[config.mk]
export PLATFORM = sky130hd
export DESIGN_NAME = fcs_stream_engine
export DESIGN_NICKNAME = d
export VERILOG_FILES = /design/src/rtl/fcs_stream_engine.sv
export SDC_FILE = /design/constraint.sdc
export NUM_CORES = 1
export LEC_CHECK = 0
export ABC_AREA = 1
export CAP_MARGIN = 20
export CORE_ASPECT_RATIO = 1.25
export CORE_MARGIN = 10
export CORE_UTILIZATION = 40
export CTS_CLUSTER_SIZE = 8
export DETAILED_ROUTE_END_ITERATION = 10
export PLACE_DENSITY_LB_ADDON = 0.05
export RECOVER_POWER = 100
export SYNTH_ARGS = -nofsm -noshare
export SYNTH_HDL_FRONTEND = slang
export SYNTH_SLANG_ARGS = --single-unit
[constraint.sdc]
create_clock -name clk -period 1.95 [get_ports clk]
set_input_delay 0.585 -clock clk [delete_from_list [all_inputs] [get_ports clk]]
set_output_delay 0.585 -clock clk [all_outputs]
set_load 0.1 [all_outputs]
[src/rtl/fcs_stream_engine.sv]
// fcs_stream_engine: bit-serial CRC/FCS engine on a valid/ready bit stream.
// Data bits pass through with one cycle of latency. APPEND mode serialises the
// FCS onto the frame tail. CHECK mode compares the final register against the
// residue and reports the result.
module fcs_stream_engine #(
    parameter int unsigned CRC_W   = 32,
    parameter logic [31:0] POLY    = 32'h04C11DB7,
    parameter logic [31:0] INIT    = 32'hFFFFFFFF,
    parameter logic [31:0] XOR_OUT = 32'hFFFFFFFF,
    parameter logic [31:0] RESIDUE = 32'hC704DD7B
) (
    input  logic             clk,
    input  logic             rst_n,
    input  logic             mode,
    input  logic             s_valid,
    output logic             s_ready,
    input  logic             s_data,
    input  logic             s_last,
    output logic             m_valid,
    input  logic             m_ready,
    output logic             m_data,
    output logic             m_last,
    output logic [CRC_W-1:0] crc_val,
    output logic             crc_done,
    output logic             crc_ok
);

    localparam int unsigned CNT_W = (CRC_W > 1) ? $clog2(CRC_W) : 1;
    localparam logic [CNT_W-1:0] CNT_LAST = CNT_W'(CRC_W - 1);
    localparam logic [CRC_W-1:0] POLY_W = POLY[CRC_W-1:0];
    localparam logic [CRC_W-1:0] INIT_W = INIT[CRC_W-1:0];
    localparam logic [CRC_W-1:0] XOR_W  = XOR_OUT[CRC_W-1:0];
    localparam logic [CRC_W-1:0] RES_W  = RESIDUE[CRC_W-1:0];

    typedef enum logic [1:0] {ST_IDLE, ST_CALC, ST_APPEND} state_t;

    state_t             state_q, state_d;
    logic [CRC_W-1:0]   crc_q, crc_d;
    logic [CNT_W-1:0]   cnt_q, cnt_d;
    logic               mode_q, mode_d;
    logic               m_valid_q, m_valid_d;
    logic               m_data_q, m_data_d;
    logic               m_last_q, m_last_d;
    logic [CRC_W-1:0]   crc_val_q, crc_val_d;
    logic               crc_done_q, crc_done_d;
    logic               crc_ok_q, crc_ok_d;

    logic               adv;
    logic               accept;
    logic               mode_eff;
    logic               fb;
    logic [CRC_W-1:0]   crc_next;

    assign adv      = ~m_valid_q | m_ready;
    assign s_ready  = adv & (state_q != ST_APPEND);
    assign accept   = s_valid & s_ready;
    // Mode is taken live on a frame's first bit and from the latch afterwards.
    assign mode_eff = (state_q == ST_IDLE) ? mode : mode_q;
    assign fb       = s_data ^ crc_q[CRC_W-1];
    assign crc_next = {crc_q[CRC_W-2:0], 1'b0} ^ (POLY_W & {CRC_W{fb}});

    // Next-state logic: bit absorption, FCS serialisation and output stage.
    always_comb begin
        state_d    = state_q;
        crc_d      = crc_q;
        cnt_d      = cnt_q;
        mode_d     = mode_q;
        m_valid_d  = m_valid_q;
        m_data_d   = m_data_q;
        m_last_d   = m_last_q;
        crc_val_d  = crc_val_q;
        crc_done_d = 1'b0;
        crc_ok_d   = crc_ok_q;

        // An advancing output stage with nothing new to carry goes empty.
        if (adv) begin
            m_valid_d = 1'b0;
            m_last_d  = 1'b0;
        end

        case (state_q)
            ST_IDLE, ST_CALC: begin
                if (accept) begin
                    mode_d    = mode_eff;
                    state_d   = ST_CALC;
                    crc_d     = crc_next;
                    m_valid_d = 1'b1;
                    m_data_d  = s_data;
                    m_last_d  = s_last & mode_eff;
                    if (s_last) begin
                        crc_val_d  = crc_next ^ XOR_W;
                        crc_done_d = 1'b1;
                        if (mode_eff) begin
                            crc_ok_d = (crc_next == RES_W);
                            crc_d    = INIT_W;
                            state_d  = ST_IDLE;
                        end else begin
                            cnt_d   = '0;
                            state_d = ST_APPEND;
                        end
                    end
                end
            end
            ST_APPEND: begin
                if (adv) begin
                    m_valid_d = 1'b1;
                    m_data_d  = crc_val_q[CNT_LAST - cnt_q];
                    m_last_d  = (cnt_q == CNT_LAST);
                    cnt_d     = cnt_q + CNT_W'(1);
                    if (cnt_q == CNT_LAST) begin
                        cnt_d   = '0;
                        crc_d   = INIT_W;
                        state_d = ST_IDLE;
                    end
                end
            end
            default: state_d = ST_IDLE;
        endcase
    end

    // State registers with synchronous active-low reset.
    always_ff @(posedge clk) begin
        if (!rst_n) begin
            state_q    <= ST_IDLE;
            crc_q      <= INIT_W;
            cnt_q      <= '0;
            mode_q     <= 1'b0;
            m_valid_q  <= 1'b0;
            m_data_q   <= 1'b0;
            m_last_q   <= 1'b0;
            crc_val_q  <= '0;
            crc_done_q <= 1'b0;
            crc_ok_q   <= 1'b0;
        end else begin
            state_q    <= state_d;
            crc_q      <= crc_d;
            cnt_q      <= cnt_d;
            mode_q     <= mode_d;
            m_valid_q  <= m_valid_d;
            m_data_q   <= m_data_d;
            m_last_q   <= m_last_d;
            crc_val_q  <= crc_val_d;
            crc_done_q <= crc_done_d;
            crc_ok_q   <= crc_ok_d;
        end
    end

    assign m_valid  = m_valid_q;
    assign m_data   = m_data_q;
    assign m_last   = m_last_q;
    assign crc_val  = crc_val_q;
    assign crc_done = crc_done_q;
    assign crc_ok   = crc_ok_q;

endmodule

==> results of run 1 <==
[timing repair]
| action | in CTS | in global routing |
|---|---|---|
| setup buffers | 2 | 0 |
| pin swaps | 1 | 0 |
| endpoints found under the setup margin | 1 | 22 |
| gates resized for setup | 3 | 8 |
[cell families after synthesis]
kind of cell | share of synthesized area (%)
DFF | 44.4
AOI/OAI and AO/OA | 19.5
xor gates and xnor gates | 3.28
adders and majority gates | 1.08
and+or+nand+nor | 23.3
buffers and inverters | 8.53
[final cells by class]
type                            instances  area share (%)
Inverter                               35            3.06
Timing Repair Buffer                   86            15.2
Multi-Input combinational cell        327            38.0
Clock inverter                          3            1.49
Clock buffer                           13            4.09
Tap cell                               97            2.78
Sequential cell                        77            35.3
[how the worst max path moves through the flow]
| stage | from | endpoint | slack (ps) | cells after the start |
|---|---|---|---|---|
| finish | state_q[1]$_SDFFE_PN0P_ | s_ready | 70 | 6 |
| global route | s_valid | crc_q[24]$_SDFFE_PN1P_ | -10 | 10 |
| CTS | state_q[0]$_SDFFE_PN0P_ | s_ready | 30 | 5 |
| detailed placement | m_ready | crc_ok$_SDFFE_PN0P_ | -300 | 10 |
| global placement | m_ready | crc_ok$_SDFFE_PN0P_ | -290 | 10 |
| floorplan | m_ready | crc_val[18]$_SDFFE_PN0P_ | 40 | 9 |
[layer usage]
layer  track usage (%)  vias up  wire length [um]
met5                 0        -                 0
met4              4.08        0               141
met3              3.55       10               389
met2              24.7       62              4750
met1              20.6     1532              4580
li1                  -     1703                 -
[synthesized netlist by cell type (all sizes together), types with 7 or more instances]
cell type / number
buf: 16
dfxtp: 77
xnor2: 7
o21ai: 67
nand2: 98
inv: 34
clkbuf: 13
a21oi: 44
nand3: 50
nor2: 33
[per-stage QoR]
step | hold WS (ps) | total power [mW]
5_1_grt | 499 | 5.73
2_1_floorplan | 422 | 3.40
6_report | 453 | 5.42
4_1_cts | 458 | 5.74
3_5_place_dp | 446 | 4.29
3_3_place_gp | 442 | 4.28
[flip-flops by register name (all words and copies together) (netlist names)]
signal / cells
crc_ok: 1
m_last: 1
crc_val: 32
cnt_q: 5
m_data: 1
mode_q: 1
m_valid: 1
state_q: 2
crc_done: 1
crc_q: 32
[worst reg2reg max path: cells and delay by family (launching register included)]
kind | cells | cell delay, ps
buffers and inverters | 3 | 350
AO/OA/AOI/OAI | 1 | 220
AND/OR/NAND/NOR | 4 | 330
adder cells (fa/ha/maj) | 2 | 390
flip-flops | 1 | 350
[where the power goes]
group,switching (mW),internal (mW)
registers,0.194,1.80
clock network,0.566,0.859
logic,1.36,0.644
[placed cells by master (no fill, tap or decap), types with 8 or more instances in the layout]
master,count
sky130_fd_sc_hd__o21ai_0,45
sky130_fd_sc_hd__clkbuf_8,13
sky130_fd_sc_hd__nand2_1,95
sky130_fd_sc_hd__buf_12,8
sky130_fd_sc_hd__inv_1,27
sky130_fd_sc_hd__a21oi_1,43
sky130_fd_sc_hd__clkbuf_2,26
sky130_fd_sc_hd__dfxtp_1,75
sky130_fd_sc_hd__o21ai_1,19
sky130_fd_sc_hd__nand3_1,49
sky130_fd_sc_hd__buf_4,34
sky130_fd_sc_hd__nor2_1,29
sky130_fd_sc_hd__buf_2,12
==> impl_summary.md, run 1 <==
Placed design
The placer congestion estimate is around 0.88. Port buffering added 44 buffers. The post-placement cell count is 620. The placed instances occupy a cell area of between 4000 and 5000 um2. The minimum setup slack after placement is -304 ps. The placed wire-length estimate is ~7200 um.

Synth
The synthesized design contains 0 enable-type register cells. The number of nets handed over by synthesis was ~480. In the synthesized netlist the dominant register cell turns out to be sky130_fd_sc_hd__dfxtp_1. The fraction of registers with async set/reset is 0%. The cell type with the largest total area after synthesis is sky130_fd_sc_hd__dfxtp_1.

The flip-flop and latch count after synthesis is 77. The post-synthesis average cell area is around 7.4 um2. The area share of the leading cell type in the synthesized netlist is between 40% and 50%. The netlist uses 31 different library cells. The count of yosys warnings during synthesis is 0. Counting every instance in the synthesized netlist gives between 400 and 500. The netlist area before placement is between 3000 and 4000 um2. For this run, the register share of the synthesized area comes to 44.4%.

Sorting the synthesized cells by area gives the leading types as sky130_fd_sc_hd__dfxtp_1 (44%), sky130_fd_sc_hd__nand2_1 (10%), sky130_fd_sc_hd__nand3_1 (7.1%).

Worst setup path
The kind of end point of the critical path is an output port. The largest incremental delay on the critical path is approximately 400 ps. In this run the critical register-to-register path is captured at crc_q[1]$_SDFFE_PN1P_. In this run the critical register-to-register path is launched from cnt_q[0]$_SDFFE_PN0P_. At the worst endpoint, the required time is 1360 ps. Among all stages on the critical path, the largest delay is contributed by sky130_fd_sc_hd__dfxtp_1. The number of buffers and inverters on the critical path is 4. For the worst setup path, the data arrival time is around 1300 ps.

The most frequent cell on the critical path is sky130_fd_sc_hd__inv_2. For the worst flop-to-flop path, the logic depth is 10. The largest fanout of any net on the critical path is 6.

In this design, the largest share of critical-path delay is due to flip-flops. The worst setup path is launched from a flip-flop. Walking the worst path, the cells encountered are inv_4 -> nor2_8 -> inv_2 -> nand2_2 -> inv_2 -> buf_12.

The kind of critical path is flip-flop to output port. The setup check on the worst reg-to-reg path leaves a slack of about 190 ps.

STA
The transition time at the pin with the least slew margin is 557 ps. After routing, the total negative slack on setup checks comes to 0 ps. The post-layout worst setup margin is between 60 and 70 ps.

Setup violations remaining at the end of the flow were counted as 0. The number of pins exceeding their max-slew limit in the final report is 0. Setup repair after global routing could not meet its margin everywhere. The number of hold violations in the final report is 0.

Between clock sinks in the finished design, the worst skew comes to roughly 7 ps. The max-slew headroom at the worst pin is around 63%. The share of the cycle needed by the critical path after routing is 96.6%. The time the worst path needs with I/O delays and setup is 1880 ps. For this run, the top clock speed supported by timing is 0.531 GHz.

Clocking
The number of sinks handled by clock tree synthesis is 77. Clock latency on the worst-skew pair, taken at its later pin, is between 300 and 400 ps. The clock tree buffer depth is 2. The H-tree was split into 3 levels. The number of buffers inserted by hold repair at cts is 0. The tree is rooted in a sky130_fd_sc_hd__clkbuf_8.

Clock-pin slew was measured on the worst setup and hold paths at about 70 ps. The clock buffer count from CTS is 9. The TritonCTS clock tree is done.

Global route
The via count of the first global-routing pass is 3159. For this run, the total global-route usage over all layers was measured as 15.6%. The largest net degree at the start of global routing is 51.

Summed over all layers, the global routing overflow is 0. The wire length of the first global-routing pass is between 15000 and 20000 um. The number of antenna violations at the first check in global routing was 0.

Die
The die is 103 um wide. The overall die area is ~13000 um2. The top-level I/O count is 45. The initial core utilization is a little over two fifths. The number of placement rows is 37.

The die outline height is around 120 um. The area inside the core boundary is between 8000 and 9000 um2.

Layout
For this run, the post-layout net count is ~550. The footprint of the flip-flops and latches is ~1500 um2. The number of standard cells in the final layout excluding fillers is 638.

The post-route netlist has 22.6% of its cells at a drive strength greater than 1. Measured on the finished design, the core utilization comes to 52.4%. 0 antenna diodes ended up in the layout.

Counting the fill cells in the layout gives 800. The area of all placed cells without fillers is about 4400 um2. The multi-input combinational cells in the finished layout cover a total of 1660 um2. From synthesis to final layout, the design area changed by 25.8%.

Min path
The startpoint identified for the worst hold timing path is crc_q[16]$_SDFFE_PN1P_. The class of the tightest hold or removal check is flip-flop to flip-flop. The end point of the worst hold path is crc_val[17]$_SDFFE_PN0P_. Counting instances, the worst hold path has a depth of 1.

Drt
The average wire per standard cell is around 15 um. The count of nets left with antenna violations after detail routing is 0. Wires add up to approximately 9900 um. The number of violations reported at the end of detailed-routing iteration 0 is around 170. Before antenna repair, the detailed router went through 4 iterations. The number of vias per cell is between 5 and 6. The via count is about 3300. For this run, design rule violations remaining after detail routing come to 0.

Pwr
The maximum resistive drop on vdd is just under 600 uV. Summed over all cells, the static leakage comes to about 2 nW. In this run the power density over the cells is approximately 1200 nW/um2.

Flow run
The number of max-cap violations is 0.

Status
The run finished with clean final reports.
Note: power is estimated with default switching activity, not from simulation.
==> run 2: changes to the inputs <==
--- a/config.mk
+++ b/config.mk
@@ -5,7 +5,7 @@
 export SDC_FILE = /design/constraint.sdc
 export NUM_CORES = 1
 export LEC_CHECK = 0
-export ABC_AREA = 1
+export ABC_AREA = 0
 export CAP_MARGIN = 20
 export CORE_ASPECT_RATIO = 1.25
 export CORE_MARGIN = 10
==> impl_summary.md, run 2 <==
Worst setup path
The slowest stage of the critical path belongs to the cell sky130_fd_sc_hd__or4_4. In this run the register-to-register setup slack is roughly 60 ps. The critical path goes through clkdlybuf4s50_1 -> or3b_4 -> nand2_4 -> nand2_2 -> or4_4 -> a21oi_2. STA classifies the critical path startpoint as a primary input. The critical path is of the primary input to flip-flop type. For the worst setup path, the data arrival time is around 2300 ps. The endpoint identified for the worst register-to-register timing path is m_data$_SDFFE_PN0P_. For the worst flop-to-flop path, the logic depth is 6. The launching instance or port of the critical path is mode. The kind of end point of the critical path is a flip-flop.

Of all nets on the critical path, the largest fanout is 2. The largest incremental delay on the critical path is roughly 530 ps. The worst register-to-register path begins at cnt_q[0]$_SDFFE_PN0P_. At the worst endpoint, the required time is ~2300 ps.

STA
The number of pins exceeding their max-slew limit in the final report is 0. The final setup violation count is 1. The post-layout worst setup margin is -3.33 ps. The routed design could run at a clock period as short as 1950 ps. The transition time at the pin with the least slew margin is 565 ps. The highest clock frequency the design can meet is around 0.5 GHz. Setup repair after global routing could not meet its margin everywhere. The share of the cycle needed by the critical path after routing is 100%. The number of hold violations in the final report came to 0. The worst hold margin is approximately 480 ps. The setup total negative slack is -3.33 ps. The max-slew headroom at the worst pin is between 60% and 70%. Across the routed clock network, the largest skew measured is around 6.6 ps.

Synth
After synthesis, the share of flip-flops with an asynchronous set or reset is 0%. The cell type with the largest total area after synthesis is sky130_fd_sc_hd__dfxtp_1. The number of nets handed over by synthesis was between 300 and 400.

In the post-synthesis netlist, the cell with the most instances is sky130_fd_sc_hd__dfxtp_1. Multiplexer cells account for under 10% of the synthesized area. The count of yosys warnings during synthesis is 0. The number of different library cells used by synthesis comes to 47. The fraction of the mapped netlist area in adder cells is between 1 and 1.5%. By area the synthesized netlist is led by sky130_fd_sc_hd__dfxtp_1 (47%), sky130_fd_sc_hd__o22ai_1 (6.5%), sky130_fd_sc_hd__nand2_1 (6.3%).

Of the total synthesized cell area, the portion taken by AND, OR, NAND and NOR gates is 19.5%. After synthesis, the largest area contributor takes up a little under half of total cell area. The post-synthesis average cell area is a little over 9 um2. The post-synthesis cell count is 361. Summing the areas of all compound-gate instances in the mapped netlist gives 18.6% of the synthesized area. The xor/xnor share of the synthesized area is between 3 and 4%. Sorting the synthesized cells by how often they occur yields sky130_fd_sc_hd__dfxtp_1 (77), sky130_fd_sc_hd__nand2_1 (55), sky130_fd_sc_hd__o22ai_1 (34).

The fraction of the yosys area taken by sequential cells is approximately 47%. The number of enable flip-flop cells after synthesis is 0. The most frequently used flop master after synthesis is sky130_fd_sc_hd__dfxtp_1. The netlist area before placement is between 3000 and 4000 um2. After synthesis, the largest family of logic cells by area is simple AND/OR/NAND/NOR gates. The flip-flop and latch count after synthesis is 77.

Min path
The hold path startpoint is m_data$_SDFFE_PN0P_. The class of the tightest hold or removal check is flip-flop to flip-flop. Along the worst hold path, the cell count comes to 2. The path with the worst hold slack has its endpoint at m_data$_SDFFE_PN0P_.

Clocking
The register clock-pin slew on the reported worst setup and hold paths is roughly 80 ps. The number of buffers inserted by hold repair at cts is 0. The tree built by TritonCTS fans out to 77 sinks. The root buffer cell chosen for the clock tree is sky130_fd_sc_hd__clkbuf_8. The H-tree depth reported by CTS is 3.

TritonCTS built the clock tree. The clock latency of the later-clocked register in the worst-skew pair is 360 ps. In this run the deepest clock path goes through 2 buffers. TritonCTS created 9 clock buffers.

Placed design
At the end of routability-driven placement, the weighted congestion stood at 0.787. The number of buffer cells added on primary ports is 44. The post-placement cell count is 508. Prior to clock tree synthesis, the placed netlist has a worst setup slack of -526 ps. The placed wire-length estimate is just under 7000 um. After detailed placement, the total cell area comes to around 4500 um2.

Layout
From synthesis to final layout, the design area changed by 30.8%. The library cell used most frequently in the layout, excluding fill and tap cells, is sky130_fd_sc_hd__dfxtp_1. The share of the core filled with cells in the final layout is 54.5%. The number of standard cells in the final layout excluding fillers is approximately 530. The library cells used most frequently in the layout, excluding fill and tap cells, are sky130_fd_sc_hd__dfxtp_1 (59), sky130_fd_sc_hd__nand2_1 (52), sky130_fd_sc_hd__clkbuf_2 (33).

The number of antenna diodes in the final layout is 0. The ratio of cells with drive above 1 in the final layout is roughly 33%. The area of all placed cells without fillers is 4300 um2. After filler insertion, the fill cell instance count of the layout stands at between 700 and 800. In the final design database the tool counted around 440 nets.

Pwr
The design draws a little over 4 mW. Internal power comes to 2.79 mW. Per report_power, the combinational group accounts for a little over a fifth of the total.

VDD sags by at most 484 uV. Summed over all nets, the switching power comes to between 1 and 1.5 mW. The share of total power dissipated in the clock network is 36.4%.

Power spread over the standard cell area amounts to 952 nW/um2. Of the total power, registers draw approximately 42%. The switching share of power is a little under a third.

The leakage power is approximately 1.6 nW.

Drt
The first detailed-routing pass ran for 6 iterations. Dividing the detail-routed wire length by the instance count gives roughly 18 um. The number of violations reported at the end of detailed-routing iteration 0 is 135. The final layout contains routed wiring with a total length of roughly 9500 um.

The number of DRC violations after detailed routing is 0. The via count is between 2000 and 3000. Once detail routing completed, the nets flagged for antenna violations numbered 0. Using the TritonRoute via totals, the vias-per-cell ratio works out to around 5.4.

Die
Measured along the x axis, the die boundary spans between 100 and 150 um. Once the floorplan was initialized, standard cells occupied a little over two fifths of the core. The overall die area is between 10000 and 15000 um2. In this run the standard cell core region covers approximately 7900 um2.

The top-level I/O count is 45. The number of placement rows is 36. The die outline height is approximately 120 um.

Status
The run finished, with violations left. The checks that failed: setup timing.

Flow run
The tool flagged a number of max-cap violations equal to 0.

Global route
Entering global routing, the biggest net connects 47 pins. The number of antenna violations at the first check in global routing came to 0. The wire length of the first global-routing pass is around 15000 um. Summed over all layers, the global routing overflow is 0.

The global-route total usage across every layer is 15.7%. The via count of the first global-routing pass is ~2900.
-- run 2: cell count changes after synthesis, sizes merged, moves of 10 or more --
cell	change
nand3	-44
inv	-31
o21ai	-54
o22ai	+34
a211oi	+17
nand2	-43
and2	+10
a21oi	-32
-- run 2: what timing repair did --
item,in CTS,in global routing
hold endpoints to repair,0,0
endpoints found under the setup margin,5,41
pin swaps,3,6
setup buffers,1,2
resized for setup,11,26
-- run 2: worst max-delay path: cells and delay by family --
family          cells  cell delay (ps)
simple gates        4             1070
buf+inv             1              450
compound gates      1              130
-- run 2: final cells by class --
cell class / count / area (um2) / share of cell area (%)
inverters: 4 / 15.0 / 0.349
multi-input cells: 253 / 1750 / 40.8
clock buffers: 10 / 138 / 3.20
well taps: 95 / 119 / 2.77
clock inverters: 6 / 110 / 2.56
repair buffers: 82 / 593 / 13.8
flip-flops and latches: 77 / 1570 / 36.5
-- run 2: power by group through the flow --
stage / Sequential [mW] / Combinational [mW] / Clock (mW)
after floorplan: 2.06 / 0.318 / 0
after global placement: 1.79 / 0.970 / 0
after detailed placement: 1.79 / 0.976 / 0
after CTS: 1.75 / 0.987 / 1.51
after global routing: 1.74 / 0.928 / 1.56
final: 1.73 / 0.871 / 1.49
-- run 2: how the worst max path moves through the flow --
stage	depth (start not counted)	slack, ps	endpoint
detailed placement	8	-530	crc_ok$_SDFFE_PN0P_
global placement	8	-440	crc_ok$_SDFFE_PN0P_
CTS	6	8	crc_ok$_SDFFE_PN0P_
finish	6	-3	crc_ok$_SDFFE_PN0P_
global route	6	-50	crc_ok$_SDFFE_PN0P_
floorplan	8	-40	crc_ok$_SDFFE_PN0P_
-- run 2: cells by family after synthesis --
kind of cell             after synthesis
multiplexers                          12
buffers and inverters                 31
XOR/XNOR                              13
adder cells (fa/ha/maj)                3
flip-flops                            77
AO/OA/AOI/OAI                         93
AND/OR/NAND/NOR                      132
-- run 2: layer usage --
layer,global-route usage [%],wire [um]
met3,2.96,392
met1,18.9,4210
met2,26.0,4720
met5,0,0
met4,7.42,199
==> run 3: changes to the inputs <==
--- a/config.mk
+++ b/config.mk
@@ -5,8 +5,7 @@
 export SDC_FILE = /design/constraint.sdc
 export NUM_CORES = 1
 export LEC_CHECK = 0
-export ABC_AREA = 0
-export CAP_MARGIN = 20
+export ABC_AREA = 1
 export CORE_ASPECT_RATIO = 1.25
 export CORE_MARGIN = 10
 export CORE_UTILIZATION = 40
==> results of run 3 <==
Final layout, timing and power as in run 1 (identical DEF).
